<file path="config.mk">
export PLATFORM = sky130hd
export DESIGN_NAME = tlb_miss_controller
export DESIGN_NICKNAME = d
export VERILOG_FILES = /design/src/rtl/tlb_pkg.sv /design/src/rtl/tlb_array.sv /design/src/rtl/tlb_miss_controller.sv
export SDC_FILE = /design/constraint.sdc
export NUM_CORES = 1
export LEC_CHECK = 0
export ABC_AREA = 1
export CAP_MARGIN = 20
export CORE_MARGIN = 2
export CORE_UTILIZATION = 24
export CTS_BUF_LIST = sky130_fd_sc_hd__clkbuf_8
export DETAILED_ROUTE_END_ITERATION = 8
export DONT_BUFFER_PORTS = 1
export SYNTH_ARGS = -nofsm -noshare
export SYNTH_HDL_FRONTEND = slang
export SYNTH_SLANG_ARGS = --single-unit
</file>
<file path="constraint.sdc">
create_clock -name clk -period 3 [get_ports clk]
set_input_delay 0.45 -clock clk [delete_from_list [all_inputs] [get_ports clk]]
set_output_delay 0.45 -clock clk [all_outputs]
set_load 0.02 [all_outputs]
</file>
<file path="src/rtl/tlb_pkg.sv">
// Shared definitions for the TLB miss controller: FSM encoding, PTE layout,
// default geometry and the page-table address helper.
package tlb_pkg;

   typedef enum logic [1:0] {
      ST_IDLE  = 2'd0,
      ST_WALK  = 2'd1,
      ST_FILL  = 2'd2,
      ST_FAULT = 2'd3
   } state_t;

   localparam int PTE_V = 15;
   localparam int PTE_W = 14;

   localparam int DEF_ENTRIES = 4;
   localparam int DEF_VPN_W   = 4;
   localparam int DEF_PPN_W   = 8;

   // PTEs are 16-bit words, so the table is indexed in steps of two bytes.
   function automatic logic [15:0] pte_addr(input logic [15:0] base, input logic [15:0] vpn);
      return base + {vpn[14:0], 1'b0};
   endfunction

endpackage

</file>
<file path="src/rtl/tlb_array.sv">
// Fully-associative TLB storage: parallel VPN match, single fill write port
// and a one-cycle flush of every valid bit.
module tlb_array
   import tlb_pkg::*;
#(
   parameter int ENTRIES = DEF_ENTRIES,
   parameter int VPN_W   = DEF_VPN_W,
   parameter int PPN_W   = DEF_PPN_W,
   parameter int IDX_W   = $clog2(ENTRIES)
) (
   input  logic             clk,
   input  logic             reset,
   input  logic             flush,
   input  logic [VPN_W-1:0] lookup_vpn,
   output logic             match,
   output logic [PPN_W-1:0] match_ppn,
   output logic             match_writable,
   input  logic             fill_en,
   input  logic [IDX_W-1:0] fill_idx,
   input  logic [VPN_W-1:0] fill_vpn,
   input  logic [PPN_W-1:0] fill_ppn,
   input  logic             fill_writable
);

   logic [ENTRIES-1:0] valid_q;
   logic [VPN_W-1:0]   vpn_q [ENTRIES];
   logic [PPN_W-1:0]   ppn_q [ENTRIES];
   logic               wr_q  [ENTRIES];

   // NOTE: sequential state uses non-blocking assignments so every flop samples pre-edge values.
   always_ff @(posedge clk or negedge reset) begin
      if (!reset) begin
         valid_q <= '0;
      end else if (flush) begin
         valid_q <= '0;
      end else if (fill_en) begin
         valid_q[fill_idx] <= 1'b1;
      end
   end

   // NOTE: entry payloads carry no reset; a clear valid bit already hides them.
   always_ff @(posedge clk) begin
      if (fill_en) begin
         vpn_q[fill_idx] <= fill_vpn;
         ppn_q[fill_idx] <= fill_ppn;
         wr_q[fill_idx]  <= fill_writable;
      end
   end

   // Fills only happen on a miss, so at most one entry can match and OR-ing is safe.
   always_comb begin
      // NOTE: defaults first so every path assigns each output and no latch is inferred.
      match          = 1'b0;
      match_ppn      = '0;
      match_writable = 1'b0;
      for (int i = 0; i < ENTRIES; i++) begin
         if (valid_q[i] && (vpn_q[i] == lookup_vpn)) begin
            match          = 1'b1;
            match_ppn      = match_ppn | ppn_q[i];
            match_writable = match_writable | wr_q[i];
         end
      end
   end

endmodule

</file>
<file path="src/rtl/tlb_miss_controller.sv">
// TLB lookup, miss walk and fill controller for the TLB-lookup pipeline stage.
// Optional TLB_STATS_EN adds saturating miss_count / fault_count outputs.
module tlb_miss_controller
   import tlb_pkg::*;
#(
   parameter int ENTRIES = DEF_ENTRIES,
   parameter int VPN_W   = DEF_VPN_W,
   parameter int PPN_W   = DEF_PPN_W
) (
   input  logic                    clk,
   input  logic                    reset,
   input  logic                    req_valid,
   input  logic                    req_store,
   input  logic [15:0]             req_vaddr,
   input  logic [15:0]             ptbr,
   input  logic                    flush,
   output logic                    ptw_req,
   output logic [15:0]             ptw_addr,
   input  logic                    ptw_ack,
   input  logic [15:0]             ptw_data,
   output logic                    enable_tlblookup,
   output logic                    hit,
   output logic [16-VPN_W+PPN_W-1:0] paddr,
   output logic                    fault
`ifdef TLB_STATS_EN
   ,
   output logic [15:0]             miss_count,
   output logic [7:0]              fault_count
`endif
);

   localparam int OFF_W = 16 - VPN_W;
   localparam int IDX_W = $clog2(ENTRIES);

   state_t           state_q;
   logic [IDX_W-1:0] ptr_q;
   logic [VPN_W-1:0] walk_vpn_q;
   logic             walk_store_q;
   logic             discard_q;
   logic             dropped_q;
   logic [PPN_W-1:0] fill_ppn_q;
   logic             fill_wr_q;

   logic [VPN_W-1:0] lookup_vpn;
   logic             match;
   logic [PPN_W-1:0] match_ppn;
   logic             match_writable;
   logic             in_idle;
   logic             prot_fault;
   logic             miss;
   logic             fault_pulse;
   logic             walk_discard;
   logic             walk_dropped;
   logic             pte_fault;
   logic             fill_en;

   assign lookup_vpn = req_vaddr[15:OFF_W];
   assign in_idle    = (state_q == ST_IDLE);

   tlb_array #(
      .ENTRIES (ENTRIES),
      .VPN_W   (VPN_W),
      .PPN_W   (PPN_W),
      .IDX_W   (IDX_W)
   ) u_array (
      .clk            (clk),
      .reset          (reset),
      .flush          (flush),
      .lookup_vpn     (lookup_vpn),
      .match          (match),
      .match_ppn      (match_ppn),
      .match_writable (match_writable),
      .fill_en        (fill_en),
      .fill_idx       (ptr_q),
      .fill_vpn       (walk_vpn_q),
      .fill_ppn       (fill_ppn_q),
      .fill_writable  (fill_wr_q)
   );

   assign prot_fault   = in_idle & req_valid & match & req_store & ~match_writable;
   assign hit          = in_idle & req_valid & match & ~prot_fault;
   assign paddr        = hit ? {match_ppn, req_vaddr[OFF_W-1:0]} : '0;
   assign miss         = in_idle & req_valid & ~match;
   // A walk whose requester left mid-walk still runs, but its fault is not reported.
   assign fault_pulse  = prot_fault | ((state_q == ST_FAULT) & ~dropped_q);
   assign fault        = fault_pulse;
   assign ptw_req      = (state_q == ST_WALK);
   assign walk_discard = discard_q | flush;
   assign walk_dropped = dropped_q | ~req_valid;
   assign pte_fault    = ~ptw_data[PTE_V] | (walk_store_q & ~ptw_data[PTE_W]);
   assign fill_en      = (state_q == ST_FILL) & ~flush;

   // Held high during reset so a controller being reset never stalls the stage.
   always_comb begin
      enable_tlblookup = 1'b1;
      case (state_q)
         ST_IDLE:          enable_tlblookup = ~(req_valid & ~hit & ~fault);
         ST_WALK, ST_FILL: enable_tlblookup = 1'b0;
         default:          enable_tlblookup = 1'b1;
      endcase
      if (!reset) enable_tlblookup = 1'b1;
   end

   always_ff @(posedge clk or negedge reset) begin
      if (!reset) begin
         state_q      <= ST_IDLE;
         ptr_q        <= '0;
         walk_vpn_q   <= '0;
         walk_store_q <= 1'b0;
         discard_q    <= 1'b0;
         dropped_q    <= 1'b0;
         fill_ppn_q   <= '0;
         fill_wr_q    <= 1'b0;
         ptw_addr     <= '0;
      end else begin
         case (state_q)
            ST_IDLE: begin
               if (miss) begin
                  state_q      <= ST_WALK;
                  walk_vpn_q   <= lookup_vpn;
                  walk_store_q <= req_store;
                  ptw_addr     <= pte_addr(ptbr, 16'(lookup_vpn));
                  discard_q    <= 1'b0;
                  dropped_q    <= 1'b0;
               end
            end
            ST_WALK: begin
               discard_q <= walk_discard;
               dropped_q <= walk_dropped;
               if (ptw_ack) begin
                  if (walk_discard) begin
                     state_q <= ST_IDLE;
                  end else if (pte_fault) begin
                     state_q <= ST_FAULT;
                  end else begin
                     state_q    <= ST_FILL;
                     fill_ppn_q <= ptw_data[PPN_W-1:0];
                     fill_wr_q  <= ptw_data[PTE_W];
                  end
               end
            end
            ST_FILL: begin
               state_q <= ST_IDLE;
               if (!flush) ptr_q <= ptr_q + IDX_W'(1);
            end
            default: state_q <= ST_IDLE;
         endcase
      end
   end

   generate
      if (PPN_W < PTE_W) begin : g_pte_spare
         logic unused_pte_bits;
         assign unused_pte_bits = ^ptw_data[PTE_W-1:PPN_W];
      end
   endgenerate

`ifdef TLB_STATS_EN
   always_ff @(posedge clk or negedge reset) begin
      if (!reset) begin
         miss_count  <= '0;
         fault_count <= '0;
      end else begin
         if (miss && (miss_count != '1))          miss_count  <= miss_count + 16'd1;
         if (fault_pulse && (fault_count != '1))  fault_count <= fault_count + 8'd1;
      end
   end
`endif

endmodule

</file>
## Yosys cells after proc, flatten, opt, wreduce, memory -nomap -nowiden

Memory sizes are Yosys's and may differ from the RTL's.
Index checks and enable logic that the tools add are counted.

| word-level totals | value |
|---|---|
| register bits | 40 |
| RAM bits | 52 |
| input bits | 54 |
| output and inout port bits | 40 |
| word-level logic and storage cells | 104 |
| memories kept | 3 |

| operators by class | value |
|---|---|
| $add $sub $neg | 2 |
| order comparisons | 2 |
| equality and inequality tests | 9 |
| muxes and demuxes | 29 |
| bitwise gates (word level) | 35 |
| reductions and logical operators | 14 |

Memories:

| name | words | width | rd ports | clocked after Yosys merged registers in | write ports | RTL line | text |
|---|---|---|---|---|---|---|---|
| u_array.ppn_q | 4 | 8 | 4 | 0 | 1 | tlb_array.sv:27 | `logic [PPN_W-1:0] ppn_q [ENTRIES];` |
| u_array.vpn_q | 4 | 4 | 4 | 0 | 1 | tlb_array.sv:26 | `logic [VPN_W-1:0] vpn_q [ENTRIES];` |
| u_array.wr_q | 4 | 1 | 4 | 0 | 1 | tlb_array.sv:28 | `logic wr_q [ENTRIES];` |

Operators by type and width:

| cell | count |
|---|---|
| $mux 8 | 4 |
| $or 8x8->8 | 3 |
| $mux 20 | 1 |
| $add 16x5->16 | 1 |
| $eq 4x4->1 | 4 |
| $mux 1 | 14 |
| $not 1->1 | 13 |
| $and 1x1->1 | 11 |
| $mux 4 | 2 |
| $reduce_and 2->1 | 4 |
| $or 1x1->1 | 7 |
| $mux 2 | 3 |
| $pmux 1 s2 | 3 |
| $logic_and 1x1->1 | 5 |
| $eq 2x2->1 const B | 2 |
| $ne 2x1->1 const B | 2 |
| $or 4x4->4 | 1 |
| $pmux 2 s2 | 1 |
| $reduce_and 4->1 | 1 |
| $reduce_bool 2->1 | 2 |
| $lt 2x3->1 const B | 1 |
| $add 2x1->2 const B | 1 |
| $demux 1 s2 | 1 |
| $eq 2x1->1 const B | 1 |
| 3 further kinds | 3 |

## Logic depth before layout (Yosys ltp)

Gate-level depths: netlist (run 1).
An unclocked memory read counts as a cell.

| depth | value |
|---|---|
| depth in word-level cells | 20 |
| gate-level depth with buffers | 13 |
| depth with buffers taken out | 12 |

## Hierarchy

Synthesis (run 1) repeated with hierarchy kept, for this count alone.

| second synthesis, totals | value |
|---|---|
| cells, all modules | 520 |
| area total of the unflattened synthesis | 4,699.5 um^2 |

By module, submodules not included:

| module | instances | cells an instance | area each (um^2) | sequential area each (um^2) |
|---|---|---|---|---|
| tlb_array | 1 | 218 | 2,517.4 | 1,661.6 |
| tlb_miss_controller | 1 | 302 | 2,182.1 | 900.9 |

## Worst setup path before layout (run 1)

OpenSTA, ideal clock, no wires.

| timing path | value |
|---|---|
| path type | input-to-output |
| from | in req_vaddr[14] |
| to | out paddr[10] |
| data arrival time | 1.748 ns |
| data required time | 2.550 ns |
| setup slack | 0.802 ns |
| stages | 9 |
| buffers on the path | 2 |
| path through | buf_6 -> xnor2_1 -> nand3_4 -> nand2_4 -> nor2_8 -> nor2_4 -> nand2_2 -> buf_6 -> nor2_1 |

| between the ends | value |
|---|---|
| longest elaborated chain between the ends | 14 |
| elaborated cells on any way between the ends | 26 |
| those cells by class | 4 x eq/ne; 9 x mux; 9 x bitwise; 4 x reduce/logical |

Ends and longest elaborated chain:

| element | RTL line | text |
|---|---|---|
| start, declared | tlb_miss_controller.sv:14 | `input logic [15:0] req_vaddr,` |
| $eq 4x4->1 | tlb_array.sv:57 | `if (valid_q[i] && (vpn_q[i] == lookup_vpn)) begin` |
| $logic_and 1x1->1 | tlb_array.sv:57 |  |
| $mux 1 | tlb_array.sv:57 |  |
| $or 1x1->1 | tlb_array.sv:60 | `match_writable = match_writable \| wr_q[i];` |
| $mux 1 | tlb_array.sv:57 |  |
| $or 1x1->1 | tlb_array.sv:60 |  |
| $mux 1 | tlb_array.sv:57 |  |
| $or 1x1->1 | tlb_array.sv:60 |  |
| $mux 1 | tlb_array.sv:57 |  |
| $not 1->1 | tlb_miss_controller.sv:80 | `assign prot_fault = in_idle & req_valid & match & req_store & ~match_writable;` |
| $and 1x1->1 | tlb_miss_controller.sv:80 |  |
| $not 1->1 | tlb_miss_controller.sv:81 | `assign hit = in_idle & req_valid & match & ~prot_fault;` |
| $and 1x1->1 * | tlb_miss_controller.sv:81 |  |
| $mux 20 * | tlb_miss_controller.sv:82 | `assign paddr = hit ? {match_ppn, req_vaddr[OFF_W-1:0]} : '0;` |
| end, declared | tlb_miss_controller.sv:23 | `output logic [16-VPN_W+PPN_W-1:0] paddr,` |

Mark *: on every way between the ends. The rest lies on a longest branch, timed or not.

==> summary.md, run 1 <==
| Metric | Value |
|---|---|
| Area of the mapped netlist | 4530 um2 |
| Worst-path clk slew | 110 ps |
| Crit-path cells | nand2_1 > nand2_1 > nor2_1 > nand3_4 > nand2_4 > nor2_8 > nor2_4 > nand2_4 > nor2_2 |
| Unique masters post-synth | 36 |
| Die width | 141 um |
| GRT overflow | 0 |
| Crit path DAT | 2160 ps |
| WL/cell | 13.1 um |
| Largest area contributor in the netlist | edfxtp_1 |
| Insertion delay to the later sink of the worst-skew pair | 360 ps |
| Final WL | 9300 um |
| PortBufs | 0 |
| Most frequent cells in the layout | nand2_1 (99), inv_1 (78), edfxtp_1 (52) |
| Seq/Total Area, Yosys | 0.566 |
| Final setup vio count | 0 |
| Proportion of layout cells with a drive suffix above 1 | 0.149 |
| Sequential Area | 2560 um2 |
| Core Box Area | 18600 um2 |
| Multi-input gate area | 1620 um2 |
| Most common cell after layout, fill and taps aside | nand2_1 |
| Gpl congestion | 0.782 |
| Cells after Synth | 461 |
| Mean Syn Cell Area | 9.82 um2 |
| Syn_nets | 528 |
| # clock sinks | 92 |
| CP max stage cell | edfxtp_1 |
| Post-Route Skew | 15.9 ps |
| CP startpoint kind | register |
| Primary FF master, synth | edfxtp_1 |
| Post-route DRC | 0 |
| Outcome | complete, no violations |
| Post-DRT Antenna Nets | 0 |
| Die area | 20000 um2 |
| Worst slew margin | 0.679 |
| Worst VDD drop | 428 uV |
| CTS buffer count | 9 |
| Switching Share | 0.357 |
| Max Clk Rate | 383 MHz |
| Vias | 2938 |
| Initial Util | 0.244 |
| Antenna violations before repair | 0 |
| Crit path kind | register to output port |
| Synth warnings | 0 |
| H-tree depth | 3 |
| First-pass GRT wire length | 14800 um |
| Critical Path End Type | output port |
| Clk pwr share | 0.233 |
| GRT Total Usage | 0.0962 |
| DP HPWL | 6760 um |
| CTS tree | done |
| CP bufs+invs | 0 |
| Clock Path Buffers | 2 |
| Leak | 2.20 nW |
| Measured slew at the worst slew-check pin | 480 ps |
| Max stage delay on crit path | 390 ps |
| Standard-cell rows | 50 |
| RSZ-0062 raised after global routing | no |
| Worst hold slack | 225 ps |
| Reg power frac | 0.580 |
| Synth async-reset ratio | 0.435 |
| Setup TNS | 0 ps |
| Worst Slack Setup Final | 390 ps |
| MaxCap Viol Count | 0 |
| Fin. Hold Viols | 0 |
| Pwr per Cell Area | 701 nW/um2 |
| IO Pins | 94 |
| HP Class | input port to register |
| Post-route clock period utilization | 0.870 |
| 1st-pass router iterations | 4 |
| Period minus WS final | 2610 ps |
| Vias per cell | 4.14 |
| EDFF count, synth | 52 |
| Combinational power share | 0.187 |
| Internal | 2.28 mW |
| Antenna cells | 0 |
| Fill count | 1947 |
| Largest net degree at the start of global routing | 41 |
| Root Driver | clkbuf_8 |
| CP top delay family | simple AND/OR/NAND/NOR gates |
| Share of the synthesized area in the top cell type | 0.345 |
| Worst EP required | 2550 ps |
| Switching power | 1.27 mW |
| Synth area leaders | edfxtp_1 (35%), dfrtp_1 (22%), nand2_1 (8.2%) |
| Postcts setup bufs | 0 |
| Yosys reg bits | 92 |
| Final Max Slew Viols | 0 |
| Pre-CTS setup slack | 366 ps |
| Nets@finish | 538 |
| Vias in the first global route | 2819 |
| Crit path max fanout | 21 |
| DRT iter0 DRCs | 148 |
| Die Height | 141 um |
| Area Overhead vs Synth | 11.8% |
==> synth_stat cells (2+ instances only) <==
cell type / n
nor2_1: 40
xor2_1: 8
nand2_4: 4
o2bb2ai_1: 6
mux2_2: 8
nand3_4: 2
nor3_1: 6
nand3b_1: 2
nand2_1: 99
a21oi_1: 6
buf_4: 2
xnor2_1: 7
nand3_1: 17
buf_6: 4
o21ai_1: 6
nand2_2: 2
o21ai_0: 21
ha_1: 12
nand3_2: 2
dfrtp_1: 40
o22ai_1: 8
nor2_2: 14
inv_2: 4
edfxtp_1: 52
inv_1: 78
==> metrics by stage <==
stage	util	total power [mW]	area, um2	std cells
after floorplan	-	2.58	4530	461
after global placement	0.258	2.73	4790	692
after detailed placement	0.258	2.75	4790	692
after CTS	0.270	3.59	5020	710
after global routing	0.272	3.78	5060	710
final	0.272	3.55	5060	710
==> registers in the layout, summed over array words and instances, names as in the netlist, 2 cells and up <==
signal	flops
u_array.vpn_q	16
ptw_addr	16
state_q	2
u_array.ppn_q	32
u_array.wr_q	4
walk_vpn_q	4
ptr_q	2
u_array.valid_q	4
fill_ppn_q	8
==> layer usage <==
| metal | up-vias | share of wire | GRT usage |
|---|---|---|---|
| li1 | 1496 | - | - |
| met1 | 1331 | 0.45 | 0.123 |
| met2 | 102 | 0.46 | 0.156 |
| met3 | 9 | 0.084 | 0.0321 |
| met4 | 0 | 0.011 | 0.0268 |
| met5 | - | 0 | 0 |
==> cell type report <==
cell class                      count  area share
Multi-Input combinational cell    279       0.321
Inverter                           82      0.0608
Tap cell                          234      0.0579
Clock buffer                        9      0.0245
Sequential cell                    92       0.507
Timing Repair Buffer                7      0.0148
Clock inverter                      7      0.0148
==> final timing paths <==
path,from,to,slack (ps),depth (start not counted)
max in group asynchronous,reset,u_array.valid_q[3],2220,2
hold / removal,ptw_data[4],fill_ppn_q[4],230,1
setup / recovery,u_array.vpn_q[2][3],paddr[15],390,9
setup reg to reg,state_q[1],fill_ppn_q[6],710,6
min in group asynchronous,reset,discard_q,570,2
hold reg to reg,walk_store_q,walk_store_q,500,2
==> power groups by stage <==
stage / Clock, mW / Combinational (mW) / Sequential [mW]
3_5_place_dp: 0 / 0.660 / 2.09
2_1_floorplan: 0 / 0.578 / 2.00
5_1_grt: 0.905 / 0.778 / 2.10
4_1_cts: 0.852 / 0.678 / 2.06
3_3_place_gp: 0 / 0.642 / 2.08
6_report: 0.827 / 0.664 / 2.06
==> kinds of logic (layout without fill, tap and decap cells) <==
group,Yosys count,after routing,synth area share
adders and majority gates,13,13,0.0376
muxes,8,8,0.0199
DFF,92,92,0.566
buffers and inverters,90,105,0.0832
AOI/OAI and AO/OA,51,51,0.0661
xor gates and xnor gates,15,15,0.0290
and+or+nand+nor,192,192,0.198
==> repair_timing <==
| action | 4_1_cts | 5_1_grt |
|---|---|---|
| gates resized for setup | 0 | 12 |
| hold endpoints to repair | 40 | 0 |
| hold buffers | 2 | 0 |
| endpoints found under the setup margin | 0 | 10 |
No activity file was read; power rests on OpenSTA's default activity.
==> run 2: changes to the inputs <==
--- a/config.mk
+++ b/config.mk
@@ -9,7 +9,6 @@
 export CAP_MARGIN = 20
 export CORE_MARGIN = 2
 export CORE_UTILIZATION = 24
-export CTS_BUF_LIST = sky130_fd_sc_hd__clkbuf_8
 export DETAILED_ROUTE_END_ITERATION = 8
 export DONT_BUFFER_PORTS = 1
 export SYNTH_ARGS = -nofsm -noshare
==> run 2 against run 1 <==
  * Clock power increased by 37%
  * Setup slack got worse by 170 ps
  * Combinational power about the same
  * Global-route usage about the same
  * First-iteration DRC count increased by 14%
  * Cell count unchanged
  * Largest power group unchanged
  * Final area increased by 1.3%
  * Count of clock-buffer cells in the layout unchanged
==> summary.md, run 2 (same netlist as run 1, synthesis figures left out) <==
| Metric | Value |
|---|---|
| Fill count | 1941 |
| MaxCap Viol Count | 0 |
| Crit path kind | register to output port |
| CP max stage cell | nor2_1 |
| CTS buffer count | 9 |
| Max Clk Rate | 359 MHz |
| Area Overhead vs Synth | 13.2% |
| Measured slew at the worst slew-check pin | 524 ps |
| Max reg flops | 32 |
| Worst slew margin | 0.650 |
| Worst-path clk slew | 70 ps |
| Insertion delay to the later sink of the worst-skew pair | 340 ps |
| Fin. Hold Viols | 0 |
| Power, Total | 3.85 mW |
| Vias per cell | 4.14 |
| GRT Total Usage | 0.0965 |
| Layout Cells excl Fill | 710 |
| Standard-cell rows | 50 |
| Clock Path Buffers | 2 |
| WL/cell | 13.2 um |
| Post-route clock period utilization | 0.928 |
| Antenna violations before repair | 0 |
| Die Height | 141 um |
| Largest net degree at the start of global routing | 41 |
| Most frequent cells in the layout | nand2_1 (99), inv_1 (78), edfxtp_1 (52) |
| Crit path DAT | 2330 ps |
| Vias | 2937 |
| Post-DRT Antenna Nets | 0 |
| Proportion of layout cells with a drive suffix above 1 | 0.128 |
| Root Driver | clkbuf_16 |
| Core Box Area | 18600 um2 |
| First-pass GRT wire length | 14800 um |
| # clock sinks | 92 |
| Placed insts | 692 |
| Worst EP required | 2550 ps |
| Nets@finish | 538 |
| CP bufs+invs | 0 |
| Final Max Slew Viols | 0 |
| DP HPWL | 6760 um |
| Antenna cells | 0 |
| RSZ-0062 raised after global routing | yes |
| Pwr per Cell Area | 751 nW/um2 |
| Final Instance Area | 5120 um2 |
| Leak | 2.24 nW |
| IO Pins | 94 |
| Die width | 141 um |
| 1st-pass router iterations | 4 |
| CP startpoint kind | register |
| Final setup vio count | 0 |
| Most common cell after layout, fill and taps aside | nand2_1 |
| Vias in the first global route | 2831 |
| CTS tree | done |
| DRT iter0 DRCs | 169 |
| HP Class | input port to register |
| Gpl congestion | 0.782 |
| GRT overflow | 0 |
| Worst VDD drop | 443 uV |
| Worst hold slack | 255 ps |
| Placed Area | 4790 um2 |
| CP top delay family | simple AND/OR/NAND/NOR gates |
| Die area | 20000 um2 |
| Crit-path cells | nand2_1 > nand2_1 > nor2_1 > nand3_4 > nand2_4 > nor2_8 > nor2_4 > nand2_2 > nor2_1 |
| Outcome | complete, no violations |
| Crit path max fanout | 21 |
| Final WL | 9340 um |
| H-tree depth | 3 |
| Max stage delay on crit path | 450 ps |
| Largest Register | u_array.ppn_q |
| Initial Util | 0.244 |
| PortBufs | 0 |
| Post-Route Skew | 8.44 ps |
| Post-route DRC | 0 |
| Largest registers | u_array.ppn_q: 32 flops, ptw_addr: 16 flops, u_array.vpn_q: 16 flops |
| Period minus WS final | 2780 ps |
| Critical Path End Type | output port |
[run 2: power by group]
group	leakage, nW	total (mW)	internal [mW]	switching, mW
Sequential	0.966	2.06	1.70	0.359
Clock	0.145	1.13	0.593	0.533
Combinational	1.13	0.662	0.250	0.412
[run 2: metal layers]
layer	GRT usage	routed length (um)	up-vias
met5	0	0	-
met4	0.0268	98	0
met3	0.0321	759	7
met2	0.156	4280	96
met1	0.124	4200	1336
li1	-	-	1498
[run 2: worst reg2reg max path, stage by stage, from the launching register on]
cell and delay (ps):
dfrtp_1 420, inv_1 90, ha_1 380, inv_1 100, nor3_1 350, nand2_1 390
mux2_2 390
[run 2: worst paths after layout]
kind | startpoint | to | slack (ps) | depth (start not counted)
worst max-delay path | u_array.vpn_q[2][3] | paddr[14] | 220 | 9
worst max register to register | state_q[1] | fill_ppn_q[6] | 750 | 6
worst min-delay path | ptw_data[4] | fill_ppn_q[4] | 260 | 1
min in group asynchronous | reset | discard_q | 600 | 2
worst min register to register | walk_store_q | walk_store_q | 490 | 2
max in group asynchronous | reset | fill_ppn_q[0] | 2190 | 2
[run 2: cell type report]
cell class / count / area [um2] / share of cell area
flip-flops and latches: 92 / 2560 / 0.500
multi-input cells: 279 / 1590 / 0.310
inverters: 82 / 308 / 0.0601
well taps: 234 / 293 / 0.0571
clock buffers: 9 / 225 / 0.0439
clock inverters: 7 / 75.1 / 0.0146
repair buffers: 7 / 75.1 / 0.0146
[run 2: repair_timing]
item	4_1_cts	5_1_grt
hold buffers	2	0
setup endpoints to repair	0	10
gates resized for setup	0	0
buffers inserted	0	0
endpoints found under the hold margin	40	0
[run 2: per-stage QoR]
step | setup TNS [ps] | worst slack, ps | utilization
after detailed placement | 0 | 366 | 0.258
final | 0 | 216 | 0.276
after global placement | 0 | 387 | 0.258
after global routing | -431 | -66.2 | 0.276
after floorplan | 0 | 802 | -
after CTS | 0 | 123 | 0.276
==> run 3: changes to the inputs <==
--- a/config.mk
+++ b/config.mk
@@ -13,4 +13,5 @@
 export DONT_BUFFER_PORTS = 1
 export SYNTH_ARGS = -nofsm -noshare
 export SYNTH_HDL_FRONTEND = slang
+export SYNTH_HIERARCHICAL = 1
 export SYNTH_SLANG_ARGS = --single-unit
==> run 3 against run 2 <==
  * Die area rose by 3.7%
  * Setup slack worse by 66 ps
  * Core utilization rose by 1.0 points
  * Combinational power rose by 10%
  * Synthesized area grew 3.8%
  * First-iteration DRC count up 12%
  * Total power up 2.7%
  * Non-clock buffer count up 22
==> summary.md, run 3 <==
| Metric | Value |
|---|---|
| Outcome | complete, no violations |
| GRT overflow | 0 |
| Pre-CTS setup slack | 359 ps |
| Switching Share | 0.358 |
| Synth warnings | 6 |
| Insertion delay to the later sink of the worst-skew pair | 350 ps |
| Clock Path Buffers | 2 |
| Vias per cell | 4.21 |
| Post-DRT Antenna Nets | 0 |
| Reg power frac | 0.526 |
| Root Driver | clkbuf_16 |
| Mean Syn Cell Area | 9.04 um2 |
| Fill count | 2024 |
| GRT Total Usage | 0.115 |
| Die area | 20700 um2 |
| Layout Cells excl Fill | 824 |
| Clk pwr share | 0.289 |
| CP max stage cell | edfxtp_1 |
| Post-synth top cells | nand2_1 (154), inv_1 (73), edfxtp_1 (52) |
| Worst hold slack | 166 ps |
| CP startpoint kind | register |
| EDFF count, synth | 52 |
| CTS tree | done |
| Unique masters post-synth | 31 |
| Final setup vio count | 0 |
| Synth async-reset ratio | 0.435 |
| Crit path max fanout | 21 |
| Reg2Reg Depth | 9 |
| Crit path kind | register to output port |
| Vias in the first global route | 3378 |
| Gpl congestion | 0.795 |
| Period minus WS final | 2850 ps |
| Max Clk Rate | 351 MHz |
| First-pass GRT wire length | 18100 um |
| Power, Total | 3.95 mW |
| Placed Area | 5190 um2 |
| Largest registers | u_array/ppn_q: 32 flops, ptw_addr: 16 flops, u_array/vpn_q: 16 flops |
| Standard-cell rows | 51 |
| Combinational power share | 0.185 |
| Most frequent cells in the layout | nand2_1 (154), inv_1 (73), edfxtp_1 (52) |
| IO Pins | 94 |
| Largest area contributor in the netlist | edfxtp_1 |
| CTS buffer count | 9 |
| Setup TNS | 0 ps |
| Syn_nets | 583 |
| Measured slew at the worst slew-check pin | 680 ps |
| Layout Utilization | 0.286 |
| Crit path from | u_array/vpn_q[2][1] |
| Largest net degree at the start of global routing | 41 |
| Reg2reg start | u_array/vpn_q[2][3] |
| Post-cts sizing count | 0 |
| Cells after Synth | 520 |
| MaxCap Viol Count | 0 |
| Die Height | 144 um |
| Area Overhead vs Synth | 17.8% |
| Yosys reg bits | 92 |
| Worst Slack Setup Final | 151 ps |
| Share of the synthesized area in the top cell type | 0.332 |
| Crit-path cells | nand2_1 > nand2_1 > nor2_4 > nand3_1 > nand4_1 > inv_1 > nor2_2 > nand3b_1 > nand2_1 > buf_12 > nor2_1 > buf_4 |
| Worst EP required | 2550 ps |
| Initial Util | 0.243 |
| Most common cell after layout, fill and taps aside | nand2_1 |
| Vias | 3472 |
| Seq/Total Area, Yosys | 0.545 |
| Largest Register | u_array/ppn_q |
| Switching power | 1.42 mW |
| Reg2Reg Setup Slack | 760 ps |
| Postcts setup bufs | 0 |
| Antenna violations before repair | 1 |
| Antenna cells | 0 |
| Worst-path clk slew | 70 ps |
| Pwr per Cell Area | 714 nW/um2 |
| Area of the mapped netlist | 4700 um2 |
| Most frequent cell after synthesis | nand2_1 |
| Proportion of layout cells with a drive suffix above 1 | 0.143 |
| Max reg flops | 32 |
| Post-Route Skew | 9.77 ps |
| Post-route clock period utilization | 0.950 |
| Max stage delay on crit path | 410 ps |
| Die width | 144 um |
| Primary FF master, synth | edfxtp_1 |
| 1st-pass router iterations | 4 |
| Internal | 2.53 mW |
| Nets@finish | 617 |
| Reg-to-reg endpoint | dropped_q |
| Worst VDD drop | 409 uV |
| DRT iter0 DRCs | 189 |
| Crit path DAT | 2400 ps |
| Core Box Area | 19300 um2 |
| Final WL | 11600 um |
| WL/cell | 14.0 um |
| Leak | 2.54 nW |
| Final Instance Area | 5530 um2 |
| PortBufs | 0 |
| H-tree depth | 3 |
| Worst Setup EP | paddr[12] |
| Final Max Slew Viols | 0 |
| Synth area leaders | edfxtp_1 (33%), dfrtp_1 (21%), nand2_1 (12%) |
| CP dominant cell by count | nand2_1 |
| HP Class | input port to register |
| Post-route DRC | 0 |
| RSZ-0062 raised after global routing | yes |
| DP HPWL | 8190 um |
| Critical Path End Type | output port |
| Worst slew margin | 0.542 |
| Placed insts | 806 |
| Fin. Hold Viols | 0 |
| # clock sinks | 92 |
[run 3: changes by cell type in the layout (fill, tap and decap cells not counted), moves of 6 or more]
| cell | previous run | this run |
|---|---|---|
| nor2_2 | 14 | 4 |
| nand4_1 | 1 | 39 |
| o2bb2ai_1 | 6 | 0 |
| o21ai_0 | 21 | 9 |
| nand2_1 | 99 | 154 |
| nand3_1 | 17 | 32 |
| o22ai_1 | 8 | 1 |
| inv_2 | 4 | 10 |
| buf_4 | 5 | 26 |
| mux2_2 | 8 | 0 |
[run 3: power groups by stage]
| stage | Clock [mW] | Combinational [mW] | Sequential, mW |
|---|---|---|---|
| after floorplan | 0 | 0.591 | 2.01 |
| after global placement | 0 | 0.700 | 2.10 |
| after detailed placement | 0 | 0.723 | 2.11 |
| after CTS | 1.17 | 0.745 | 2.09 |
| after global routing | 1.23 | 0.847 | 2.12 |
| final | 1.14 | 0.729 | 2.08 |
[run 3: per-layer routing]
layer	track usage	vias to the layer above	part of all wire
li1	-	1766	-
met1	0.145	1606	0.44
met2	0.189	86	0.48
met3	0.0360	12	0.063
met4	0.0304	2	0.0094
met5	0	-	0.00095
[run 3: cell type report]
type | instances | area, um2 | area share
sequential | 92 | 2560 | 0.463
multi-input combinational | 339 | 1770 | 0.320
tap | 265 | 332 | 0.0599
inverter | 83 | 312 | 0.0563
timing repair buffer | 29 | 253 | 0.0457
clock buffer | 9 | 225 | 0.0407
clock inverter | 7 | 80.1 | 0.0145
[run 3: critical path: cells and delay by family (launching register included)]
family                 cells  cell delay (ps)
buffers and inverters      3              400
AND/OR/NAND/NOR            9             1240
flip-flops                 1              410
[run 3: how the worst min path moves through the flow]
stage                     startpoint                  to  slack [ps]  cells past startpoint
after global routing           flush  u_array/valid_q[1]         150                      1
after floorplan                reset           discard_q         150                      0
after CTS                      flush  u_array/valid_q[1]         150                      1
final                          flush  u_array/valid_q[1]         170                      1
after global placement         reset           discard_q         160                      0
after detailed placement       reset          state_q[1]         160                      0
[run 3: timing repair]
item                                   in CTS  in global routing
setup endpoints to repair                   0                  1
hold buffers                                2                  0
endpoints found under the hold margin      40                  0
[run 3: cell families after synthesis]
kind of cell	Yosys count	share of synthesized area
compound gates	25	0.0317
xor+xnor	6	0.0112
fa+ha+maj	9	0.0256
buf+inv	89	0.0780
flops	92	0.545
simple gates	299	0.308
